[src/rtl/fpu_req_issuer_if.sv]
// fpu_req_issuer_if: issue, response, flush and busy signals between the
// FP request issuer (master) and the FP unit (slave).
interface fpu_req_issuer_if #(
    parameter int WIDTH        = 64,
    parameter int NUM_OPERANDS = 3,
    parameter int NUM_TAGS     = 4
);
    localparam int TAG_W = $clog2(NUM_TAGS);

    // issue payload and handshake
    logic [NUM_OPERANDS*WIDTH-1:0] operands;
    logic [2:0]                    rnd_mode;
    logic [3:0]                    op;
    logic                          op_mod;
    logic [2:0]                    src_fmt;
    logic [2:0]                    dst_fmt;
    logic [1:0]                    int_fmt;
    logic                          vectorial;
    logic [TAG_W-1:0]              in_tag;
    logic                          in_valid;
    logic                          in_ready;

    // response
    logic [WIDTH-1:0]              result;
    logic [4:0]                    status;
    logic [TAG_W-1:0]              out_tag;
    logic                          out_valid;
    logic                          out_ready;

    // control
    logic                          flush;
    logic                          busy;

    modport master (
        output operands, rnd_mode, op, op_mod, src_fmt, dst_fmt, int_fmt, vectorial,
        output in_tag, in_valid, out_ready, flush,
        input  in_ready, result, status, out_tag, out_valid, busy
    );

    modport slave (
        input  operands, rnd_mode, op, op_mod, src_fmt, dst_fmt, int_fmt, vectorial,
        input  in_tag, in_valid, out_ready, flush,
        output in_ready, result, status, out_tag, out_valid, busy
    );
endinterface

[src/rtl/fpu_req_issuer.sv]
// fpu_req_issuer: in-order issue of core FP ops to the FPU with tags from a
// small reorder buffer; out-of-order results are retired in program order.
// Optional macro FPU_ISSUER_FFLAGS_ACC_EN adds a sticky fflags accumulator
// (fflags_clr_i / fflags_o).
module fpu_req_issuer #(
    parameter int WIDTH        = 64,
    parameter int NUM_OPERANDS = 3,
    parameter int NUM_TAGS     = 4,
    parameter int RD_W         = 5
) (
    input  logic                          clk_i,
    input  logic                          rst_i,

    // core request
    input  logic                          req_valid_i,
    output logic                          req_ready_o,
    input  logic [NUM_OPERANDS*WIDTH-1:0] req_operands_i,
    input  logic [2:0]                    req_rnd_mode_i,
    input  logic [3:0]                    req_op_i,
    input  logic                          req_op_mod_i,
    input  logic [2:0]                    req_src_fmt_i,
    input  logic [2:0]                    req_dst_fmt_i,
    input  logic [1:0]                    req_int_fmt_i,
    input  logic                          req_vectorial_i,
    input  logic [RD_W-1:0]               req_rd_i,

    // FPU side
    fpu_req_issuer_if.master              fpu,

    input  logic                          flush_i,

    // register writeback
    output logic                          wb_valid_o,
    input  logic                          wb_ready_i,
    output logic [RD_W-1:0]               wb_rd_o,
    output logic [WIDTH-1:0]              wb_result_o,
    output logic [4:0]                    wb_status_o,
`ifdef FPU_ISSUER_FFLAGS_ACC_EN
    input  logic                          fflags_clr_i,
    output logic [4:0]                    fflags_o,
`endif
    output logic                          busy_o
);
    localparam int TAG_W = $clog2(NUM_TAGS);

    typedef enum logic [1:0] {
        E_FREE   = 2'd0,
        E_ISSUED = 2'd1,
        E_DONE   = 2'd2
    } ent_e;

    typedef enum logic {
        ISS_IDLE = 1'b0,
        ISS_PEND = 1'b1
    } iss_e;

    typedef struct packed {
        logic [NUM_OPERANDS*WIDTH-1:0] operands;
        logic [2:0]                    rnd_mode;
        logic [3:0]                    op;
        logic                          op_mod;
        logic [2:0]                    src_fmt;
        logic [2:0]                    dst_fmt;
        logic [1:0]                    int_fmt;
        logic                          vectorial;
    } payload_t;

    // ROB state and per-entry data
    ent_e             ent_st_q  [NUM_TAGS];
    ent_e             ent_st_d  [NUM_TAGS];
    logic [RD_W-1:0]  ent_rd_q  [NUM_TAGS];
    logic [RD_W-1:0]  ent_rd_d  [NUM_TAGS];
    logic [WIDTH-1:0] ent_res_q [NUM_TAGS];
    logic [WIDTH-1:0] ent_res_d [NUM_TAGS];
    logic [4:0]       ent_sts_q [NUM_TAGS];
    logic [4:0]       ent_sts_d [NUM_TAGS];
    logic [TAG_W-1:0] alloc_ptr_q, alloc_ptr_d;
    logic [TAG_W-1:0] head_ptr_q,  head_ptr_d;

    // issue register
    iss_e             iss_q, iss_d;
    payload_t         pl_q,  pl_d;
    logic [TAG_W-1:0] tag_q, tag_d;

    // handshake qualifiers
    logic issue_take;
    logic accept;
    logic capture;
    logic retire;
    logic rob_any;

    // Handshake decode; ready signals are gated by reset and flush so nothing
    // is accepted in a cycle whose state is about to be discarded.
    always_comb begin
        issue_take  = (iss_q == ISS_PEND) && fpu.in_ready;
        req_ready_o = !rst_i && !flush_i && (ent_st_q[alloc_ptr_q] == E_FREE) &&
                      ((iss_q == ISS_IDLE) || fpu.in_ready);
        accept      = req_valid_i && req_ready_o;
        capture     = fpu.out_valid && !rst_i && !flush_i &&
                      (ent_st_q[fpu.out_tag] == E_ISSUED);
        wb_valid_o  = (ent_st_q[head_ptr_q] == E_DONE);
        retire      = wb_valid_o && wb_ready_i && !flush_i;
    end

    // Issue register next state: latch on accept, drop on take unless refilled.
    always_comb begin
        iss_d = iss_q;
        pl_d  = pl_q;
        tag_d = tag_q;
        case (iss_q)
            ISS_IDLE: if (accept) iss_d = ISS_PEND;
            ISS_PEND: if (issue_take && !accept) iss_d = ISS_IDLE;
            default:  iss_d = ISS_IDLE;
        endcase
        if (accept) begin
            pl_d.operands  = req_operands_i;
            pl_d.rnd_mode  = req_rnd_mode_i;
            pl_d.op        = req_op_i;
            pl_d.op_mod    = req_op_mod_i;
            pl_d.src_fmt   = req_src_fmt_i;
            pl_d.dst_fmt   = req_dst_fmt_i;
            pl_d.int_fmt   = req_int_fmt_i;
            pl_d.vectorial = req_vectorial_i;
            tag_d          = alloc_ptr_q;
        end
        if (flush_i) iss_d = ISS_IDLE;
    end

    // Issue register flops; payload and tag are cleared on reset.
    always_ff @(posedge clk_i) begin
        if (rst_i) begin
            iss_q <= ISS_IDLE;
            pl_q  <= '0;
            tag_q <= '0;
        end else begin
            iss_q <= iss_d;
            pl_q  <= pl_d;
            tag_q <= tag_d;
        end
    end

    // ROB next state. Accept targets a FREE entry, capture an ISSUED one and
    // retire the DONE head, so the three never collide on the same entry.
    always_comb begin
        ent_st_d    = ent_st_q;
        ent_rd_d    = ent_rd_q;
        ent_res_d   = ent_res_q;
        ent_sts_d   = ent_sts_q;
        alloc_ptr_d = alloc_ptr_q;
        head_ptr_d  = head_ptr_q;
        if (accept) begin
            ent_st_d[alloc_ptr_q] = E_ISSUED;
            ent_rd_d[alloc_ptr_q] = req_rd_i;
            alloc_ptr_d           = alloc_ptr_q + TAG_W'(1);
        end
        if (capture) begin
            ent_st_d[fpu.out_tag]  = E_DONE;
            ent_res_d[fpu.out_tag] = fpu.result;
            ent_sts_d[fpu.out_tag] = fpu.status;
        end
        if (retire) begin
            ent_st_d[head_ptr_q] = E_FREE;
            head_ptr_d           = head_ptr_q + TAG_W'(1);
        end
        if (flush_i) begin
            for (int i = 0; i < NUM_TAGS; i++) ent_st_d[i] = E_FREE;
            alloc_ptr_d = '0;
            head_ptr_d  = '0;
        end
    end

    // ROB control flops: entry states and pointers.
    always_ff @(posedge clk_i) begin
        if (rst_i) begin
            for (int i = 0; i < NUM_TAGS; i++) ent_st_q[i] <= E_FREE;
            alloc_ptr_q <= '0;
            head_ptr_q  <= '0;
        end else begin
            ent_st_q    <= ent_st_d;
            alloc_ptr_q <= alloc_ptr_d;
            head_ptr_q  <= head_ptr_d;
        end
    end

    // ROB data flops; contents only matter while the entry is not FREE.
    always_ff @(posedge clk_i) begin
        ent_rd_q  <= ent_rd_d;
        ent_res_q <= ent_res_d;
        ent_sts_q <= ent_sts_d;
    end

    // Occupancy for busy reporting.
    always_comb begin
        rob_any = 1'b0;
        for (int i = 0; i < NUM_TAGS; i++)
            if (ent_st_q[i] != E_FREE) rob_any = 1'b1;
    end

`ifdef FPU_ISSUER_FFLAGS_ACC_EN
    logic [4:0] fflags_q, fflags_d;

    // Sticky status accumulation; a retire in the clear cycle survives it.
    always_comb begin
        fflags_d = fflags_clr_i ? 5'd0 : fflags_q;
        if (retire) fflags_d = fflags_d | wb_status_o;
    end

    // Accumulator flop; flush leaves it alone.
    always_ff @(posedge clk_i) begin
        if (rst_i) fflags_q <= '0;
        else       fflags_q <= fflags_d;
    end

    assign fflags_o = fflags_q;
`endif

    // FPU-side outputs
    assign fpu.in_valid  = (iss_q == ISS_PEND);
    assign fpu.in_tag    = tag_q;
    assign fpu.operands  = pl_q.operands;
    assign fpu.rnd_mode  = pl_q.rnd_mode;
    assign fpu.op        = pl_q.op;
    assign fpu.op_mod    = pl_q.op_mod;
    assign fpu.src_fmt   = pl_q.src_fmt;
    assign fpu.dst_fmt   = pl_q.dst_fmt;
    assign fpu.int_fmt   = pl_q.int_fmt;
    assign fpu.vectorial = pl_q.vectorial;
    assign fpu.out_ready = !rst_i && !flush_i;
    assign fpu.flush     = flush_i;

    // writeback payload from the head entry
    assign wb_rd_o     = ent_rd_q[head_ptr_q];
    assign wb_result_o = ent_res_q[head_ptr_q];
    assign wb_status_o = ent_sts_q[head_ptr_q];

    assign busy_o = rob_any || (iss_q == ISS_PEND) || fpu.busy;
endmodule

[src/flat_wrapper.sv]
// flat-port wrapper written by rule: the top's interface ports become plain ports
module fpu_req_issuer_flat 
#(
    parameter int WIDTH        = 64,
    parameter int NUM_OPERANDS = 3,
    parameter int NUM_TAGS     = 4,
    parameter int RD_W         = 5
)
  (clk_i, rst_i, req_valid_i, req_ready_o, req_operands_i, req_rnd_mode_i, req_op_i, req_op_mod_i, req_src_fmt_i, req_dst_fmt_i, req_int_fmt_i, req_vectorial_i, req_rd_i, flush_i, wb_valid_o, wb_ready_i, wb_rd_o, wb_result_o, wb_status_o, busy_o, fpu_operands, fpu_rnd_mode, fpu_op, fpu_op_mod, fpu_src_fmt, fpu_dst_fmt, fpu_int_fmt, fpu_vectorial, fpu_in_tag, fpu_in_valid, fpu_out_ready, fpu_flush, fpu_in_ready, fpu_result, fpu_status, fpu_out_tag, fpu_out_valid, fpu_busy);
  fpu_req_issuer_if #(.WIDTH(WIDTH), .NUM_OPERANDS(NUM_OPERANDS), .NUM_TAGS(NUM_TAGS)) fpu_i ();
  input  logic clk_i;
  input  logic rst_i;
  input  logic req_valid_i;
  output logic req_ready_o;
  input  logic [NUM_OPERANDS*WIDTH-1:0] req_operands_i;
  input  logic [2:0] req_rnd_mode_i;
  input  logic [3:0] req_op_i;
  input  logic req_op_mod_i;
  input  logic [2:0] req_src_fmt_i;
  input  logic [2:0] req_dst_fmt_i;
  input  logic [1:0] req_int_fmt_i;
  input  logic req_vectorial_i;
  input  logic [RD_W-1:0] req_rd_i;
  input  logic flush_i;
  output logic wb_valid_o;
  input  logic wb_ready_i;
  output logic [RD_W-1:0] wb_rd_o;
  output logic [WIDTH-1:0] wb_result_o;
  output logic [4:0] wb_status_o;
  output logic busy_o;
  output wire logic [$bits(fpu_i.operands)-1:0] fpu_operands;
  output wire logic [$bits(fpu_i.rnd_mode)-1:0] fpu_rnd_mode;
  output wire logic [$bits(fpu_i.op)-1:0] fpu_op;
  output wire logic [$bits(fpu_i.op_mod)-1:0] fpu_op_mod;
  output wire logic [$bits(fpu_i.src_fmt)-1:0] fpu_src_fmt;
  output wire logic [$bits(fpu_i.dst_fmt)-1:0] fpu_dst_fmt;
  output wire logic [$bits(fpu_i.int_fmt)-1:0] fpu_int_fmt;
  output wire logic [$bits(fpu_i.vectorial)-1:0] fpu_vectorial;
  output wire logic [$bits(fpu_i.in_tag)-1:0] fpu_in_tag;
  output wire logic [$bits(fpu_i.in_valid)-1:0] fpu_in_valid;
  output wire logic [$bits(fpu_i.out_ready)-1:0] fpu_out_ready;
  output wire logic [$bits(fpu_i.flush)-1:0] fpu_flush;
  input wire logic [$bits(fpu_i.in_ready)-1:0] fpu_in_ready;
  input wire logic [$bits(fpu_i.result)-1:0] fpu_result;
  input wire logic [$bits(fpu_i.status)-1:0] fpu_status;
  input wire logic [$bits(fpu_i.out_tag)-1:0] fpu_out_tag;
  input wire logic [$bits(fpu_i.out_valid)-1:0] fpu_out_valid;
  input wire logic [$bits(fpu_i.busy)-1:0] fpu_busy;
  assign fpu_operands = fpu_i.operands;
  assign fpu_rnd_mode = fpu_i.rnd_mode;
  assign fpu_op = fpu_i.op;
  assign fpu_op_mod = fpu_i.op_mod;
  assign fpu_src_fmt = fpu_i.src_fmt;
  assign fpu_dst_fmt = fpu_i.dst_fmt;
  assign fpu_int_fmt = fpu_i.int_fmt;
  assign fpu_vectorial = fpu_i.vectorial;
  assign fpu_in_tag = fpu_i.in_tag;
  assign fpu_in_valid = fpu_i.in_valid;
  assign fpu_out_ready = fpu_i.out_ready;
  assign fpu_flush = fpu_i.flush;
  assign fpu_i.in_ready = fpu_in_ready;
  assign fpu_i.result = fpu_result;
  assign fpu_i.status = fpu_status;
  assign fpu_i.out_tag = fpu_out_tag;
  assign fpu_i.out_valid = fpu_out_valid;
  assign fpu_i.busy = fpu_busy;
  fpu_req_issuer #(.WIDTH(WIDTH), .NUM_OPERANDS(NUM_OPERANDS), .NUM_TAGS(NUM_TAGS), .RD_W(RD_W)) u_core (.clk_i(clk_i), .rst_i(rst_i), .req_valid_i(req_valid_i), .req_ready_o(req_ready_o), .req_operands_i(req_operands_i), .req_rnd_mode_i(req_rnd_mode_i), .req_op_i(req_op_i), .req_op_mod_i(req_op_mod_i), .req_src_fmt_i(req_src_fmt_i), .req_dst_fmt_i(req_dst_fmt_i), .req_int_fmt_i(req_int_fmt_i), .req_vectorial_i(req_vectorial_i), .req_rd_i(req_rd_i), .fpu(fpu_i), .flush_i(flush_i), .wb_valid_o(wb_valid_o), .wb_ready_i(wb_ready_i), .wb_rd_o(wb_rd_o), .wb_result_o(wb_result_o), .wb_status_o(wb_status_o), .busy_o(busy_o));
endmodule
[config.mk]
export PLATFORM = sky130hd
export DESIGN_NAME = fpu_req_issuer_flat
export DESIGN_NICKNAME = d
export VERILOG_FILES = /design/src/rtl/fpu_req_issuer_if.sv /design/src/rtl/fpu_req_issuer.sv /design/src/flat_wrapper.sv
export SDC_FILE = /design/constraint.sdc
export NUM_CORES = 1
export LEC_CHECK = 0
export CAP_MARGIN = 15
export CORE_AREA = 2 2 226 228
export DETAILED_ROUTE_END_ITERATION = 10
export DIE_AREA = 0 0 228 230
export PLACE_DENSITY = 0.76
export SLEW_MARGIN = 25
export SYNTH_ARGS = -nofsm -noshare
export SYNTH_HDL_FRONTEND = slang
export SYNTH_SLANG_ARGS = --single-unit
[constraint.sdc]
create_clock -name clk_i -period 4.5 [get_ports clk_i]
set_input_delay 0.675 -clock clk_i [delete_from_list [all_inputs] [get_ports clk_i]]
set_output_delay 0.675 -clock clk_i [all_outputs]
set_load 0.01 [all_outputs]
==> results by stage <==
Outcome:
- The flow ran to the end, and the final reports show no timing, DRC or antenna violations.

Clock network:
- The maximum count of clock buffers along a single path is 3.
- In this run the number of H-tree levels came out at 2.
- The number of setup buffers added after CTS is 0.
- The root cell of the clock tree is clkbuf_16.
- The worst-skew pair later-pin latency is 0.60 ns.
- The clock-pin slew on the worst setup and hold paths is 0.06 ns.
- The total clock buffers created by CTS is 53.
- The number of sinks on the clock net is 520.
- TritonCTS built the clock tree.
- In this run, post-CTS hold repair placed 0 buffers.
- The number of gates resized after CTS was 0.

Worst setup path:
- The largest fanout on the critical path is 24.
- STA puts the critical path data required time at 3.83 ns.
- The slowest cell on the critical path is dfxtp_4.
- The critical path goes through buf_4, mux4_2, clkdlybuf4s50_1.
- The worst path arrival time is 2.81 ns.
- The worst setup path is launched from a flip-flop.
- The worst setup path is captured at a primary output.
- The critical path is of the reg -> out type.
- The largest incremental delay on the critical path is 0.66 ns.

Route:
- The detailed router placed 14.5k vias in this run.
- In this run the remaining antenna-violating nets after routing total 0.
- The violation count after the first detailed-route iteration is 959.
- The sum of met2 wire segment lengths after detailed routing is 29.6 mm.
- For this run, the detailed router's first-pass iteration total came to 6.
- For this block, the routed nets add up to 60.2 mm of wire.
- The highest routing layer actually used is met5.
- In the routed design, unresolved DRC markers number 0.
- Dividing the detail-routed wire length by the instance count gives 22.3 um.
- The detailed router put a total of 23.0 mm of wire on met1.
- The routed design uses 5.92 mm of met3 wire.
- In the routed layout, each cell is associated on average with a via count of 5.38.

Logic synthesis:
- When the netlist entered floorplanning its net count stood at 1,753.
- The number of enable flip-flop cells after synthesis is 296.
- The library cell with the largest summed area after synthesis is edfxtp_1.
- In this run, synthesis produced a sequential element count of 520.
- The most used flip-flop cell after synthesis is edfxtp_1.
- The number of different library cells used by synthesis comes to 38.
- The sequential-to-total area share from yosys stat is 68.4%.
- Averaged over all synthesized cells, the footprint is 13.5 sq um.
- Yosys printed 0 warnings.
- In the synthesized netlist the async set-or-reset flop fraction comes to 0%.
- After synthesis, the largest area contributor takes up 45.5% of total cell area.
- After synthesis, the cell types taking the most area are edfxtp_1 (45%), dfxtp_1 (23%), mux4_2 (8.9%).
- After synthesis the cells add up to 19,500 sq um.
- The cell count after synthesis is 1,452.

Timing:
- The setup-violating endpoint count in the final report is 0.
- The transition at the pin with the smallest max-transition slack is 1.05 ns.
- The final hold violation count is 0.
- The setup skew after layout is 0.0202 ns.
- The highest achievable clock rate is 287 MHz.
- The max-slew violation count came to 0.
- In the final timing run, aggregate negative setup slack is 0 ns.
- Once routing completed, OpenROAD measured the worst setup slack at 1.01 ns.
- The part of the cycle the worst path needs is 77.5%.
- Measured against its own limit, the worst slew margin works out to 29.8%.
- Setup repair after global routing left no endpoint under its margin.
- The final critical-path required period is 3.49 ns.

Final layout:
- The final-stage net count is 2,272.
- The utilization after layout is 55.3%.
- The layout cell share with drive strength beyond 1 is 9.78%.
- The final design area excluding fillers is 27,600 sq um.
- From synthesis to final layout, the design area changed by 41.1%.

Floorplan:
- The chip height is 230 um.
- In this run the core area contains 82 standard-cell rows.
- After floorplanning, the core was sized to cover 49,900 sq um.
- Pin placement for this block handled 584 I/O pins.
- In this run the horizontal extent of the chip is 228 um.
- The starting density of the core is 39.2%.
- The die covers 52,400 sq um.

Placement:
- The sum of net half-perimeters after detailed placement is 39.8 mm.
- The worst slack at placement is 0.960 ns.
- Summing all placed instances gives a cell area of 25,800 sq um.
- The last weighted congestion value of the routability-driven placer is 0.878.
- The count of buffers added on input and output ports is 583.

Power and ir drop:
- In this run the static leakage power is 8.78 nW.
- Power spread over the standard cell area amounts to 364 nW/um^2.
- IR analysis of the VDD net gives a maximum drop of 0.346 mV.
- The overall power is 10.0 mW.

GRT:
- Global routing finished with a remaining overflow of 0.
- The largest net degree at the start of global routing is 219.
- The number of global-route vias before repair is 14.7k.
- The initial antenna violation count is 17.
- The wire length of the first global-routing pass is 90.3 mm.
- The total routing resource utilization after global routing is 22.3%.

Min path:
- The type of the tightest min-delay check is in -> reg.

Run:
- Max-cap violations in this run came to 0.
-- where the power goes --
part	total [mW]	internal [mW]	switching [mW]
Combinational	0.700	0.393	0.307
Sequential	5.11	5.08	0.0338
Clock	4.23	2.41	1.82
Total	10.0	7.88	2.16
-- state kept, by name, indices dropped and copies added (netlist names) --
register / cells
u_core.ent_res_q: 256
u_core.fpu.operands: 192
u_core.ent_rd_q: 20
u_core.ent_sts_q: 20
u_core.ent_st_q: 8
u_core.fpu.op: 4
u_core.fpu.dst_fmt: 3
u_core.fpu.rnd_mode: 3
u_core.fpu.src_fmt: 3
u_core.alloc_ptr_q: 2
u_core.fpu.in_tag: 2
u_core.fpu.int_fmt: 2
u_core.head_ptr_q: 2
u_core.fpu.in_valid: 1
u_core.fpu.op_mod: 1
u_core.fpu.vectorial: 1
-- worst max-delay path: cells and delay by family (launching register included) --
kind / cells / cell delay, ns
buf+inv: 2 / 0.98
flops: 1 / 0.66
mux: 1 / 0.56
-- per-stage QoR --
step	hold slack, ns	cells
after floorplan	0.477	1452
after global placement	0.461	2586
after detailed placement	0.465	2587
after CTS	0.403	2686
after global routing	0.421	2700
final	0.443	2704
-- worst paths after layout --
path,from,to,slack [ns],depth (start not counted)
min reg2reg,u_core.fpu.operands[18],u_core.fpu.operands[18],0.47,2
max reg2reg,u_core.alloc_ptr_q[1],u_core.fpu.dst_fmt[2],1.94,5
min,rst_i,u_core.fpu.operands[27],0.44,2
max,u_core.head_ptr_q[0],wb_rd_o[4],1.01,3
-- per-layer routing --
| layer | vias to the layer above | track usage [%] |
|---|---|---|
| met5 | - | 0 |
| met4 | 2 | 7.50 |
| met3 | 101 | 8.48 |
| met2 | 580 | 37.3 |
| met1 | 7274 | 26.4 |
| li1 | 6582 | - |
-- area by class of cell --
type,instances,area (sq um)
well taps,672,841
repair buffers,604,6130
diodes,17,42.5
fillers,4049,22300
flip-flops and latches,520,13400
inverters,13,53.8
clock inverters,23,174
clock buffers,76,1510
multi-input cells,779,5440
-- cell usage after synthesis (2+ instances only) --
cell type / number
edfxtp_1: 296
dfxtp_1: 224
nand3_1: 214
a21oi_1: 212
o21ai_1: 140
clkbuf_1: 83
mux4_2: 77
o21ai_0: 73
buf_2: 29
buf_6: 18
inv_1: 11
buf_1: 9
nor2_1: 9
ha_1: 8
o31ai_1: 5
a2111oi_2: 4
a31oi_1: 4
nand2_1: 4
nor2b_1: 4
a221oi_1: 3
nand4_1: 3
or2_1: 3
and3_1: 2
inv_2: 2
nor3b_1: 2
-- cell families after synthesis --
kind of cell / Yosys count / synth area share [%]
simple gates: 250 / 6.56
fa+ha+maj: 8 / 0.512
flops: 520 / 68.4
compound gates: 444 / 11.8
buf+inv: 153 / 3.83
mux: 77 / 8.87
-- cells in the final DEF (no fill, tap or decap), types with 2 or more instances in the layout --
master / Yosys / routed
a2111oi_2: 4 / 4
a21oi_1: 212 / 212
a221oi_1: 3 / 3
a31oi_1: 4 / 4
buf_12: 0 / 8
buf_16: 0 / 2
buf_4: 1 / 11
clkbuf_1: 83 / 14
clkbuf_16: 0 / 54
clkbuf_8: 0 / 8
clkdlybuf4s50_1: 0 / 582
clkinv_1: 0 / 5
clkinv_2: 0 / 14
clkinvlp_4: 0 / 2
dfxtp_1: 224 / 222
dfxtp_4: 0 / 2
diode_2: 0 / 17
edfxtp_1: 296 / 296
ha_1: 8 / 8
inv_1: 11 / 7
inv_2: 2 / 2
mux4_2: 77 / 75
mux4_4: 0 / 2
nand2_1: 4 / 4
nand3_1: 214 / 214
nand4_1: 3 / 3
nor2_1: 9 / 9
nor2b_1: 4 / 4
nor3b_1: 2 / 2
o21ai_0: 73 / 73
o21ai_1: 140 / 140
o31ai_1: 5 / 5
or2_1: 3 / 3
(Power assumes the default switching activity.)
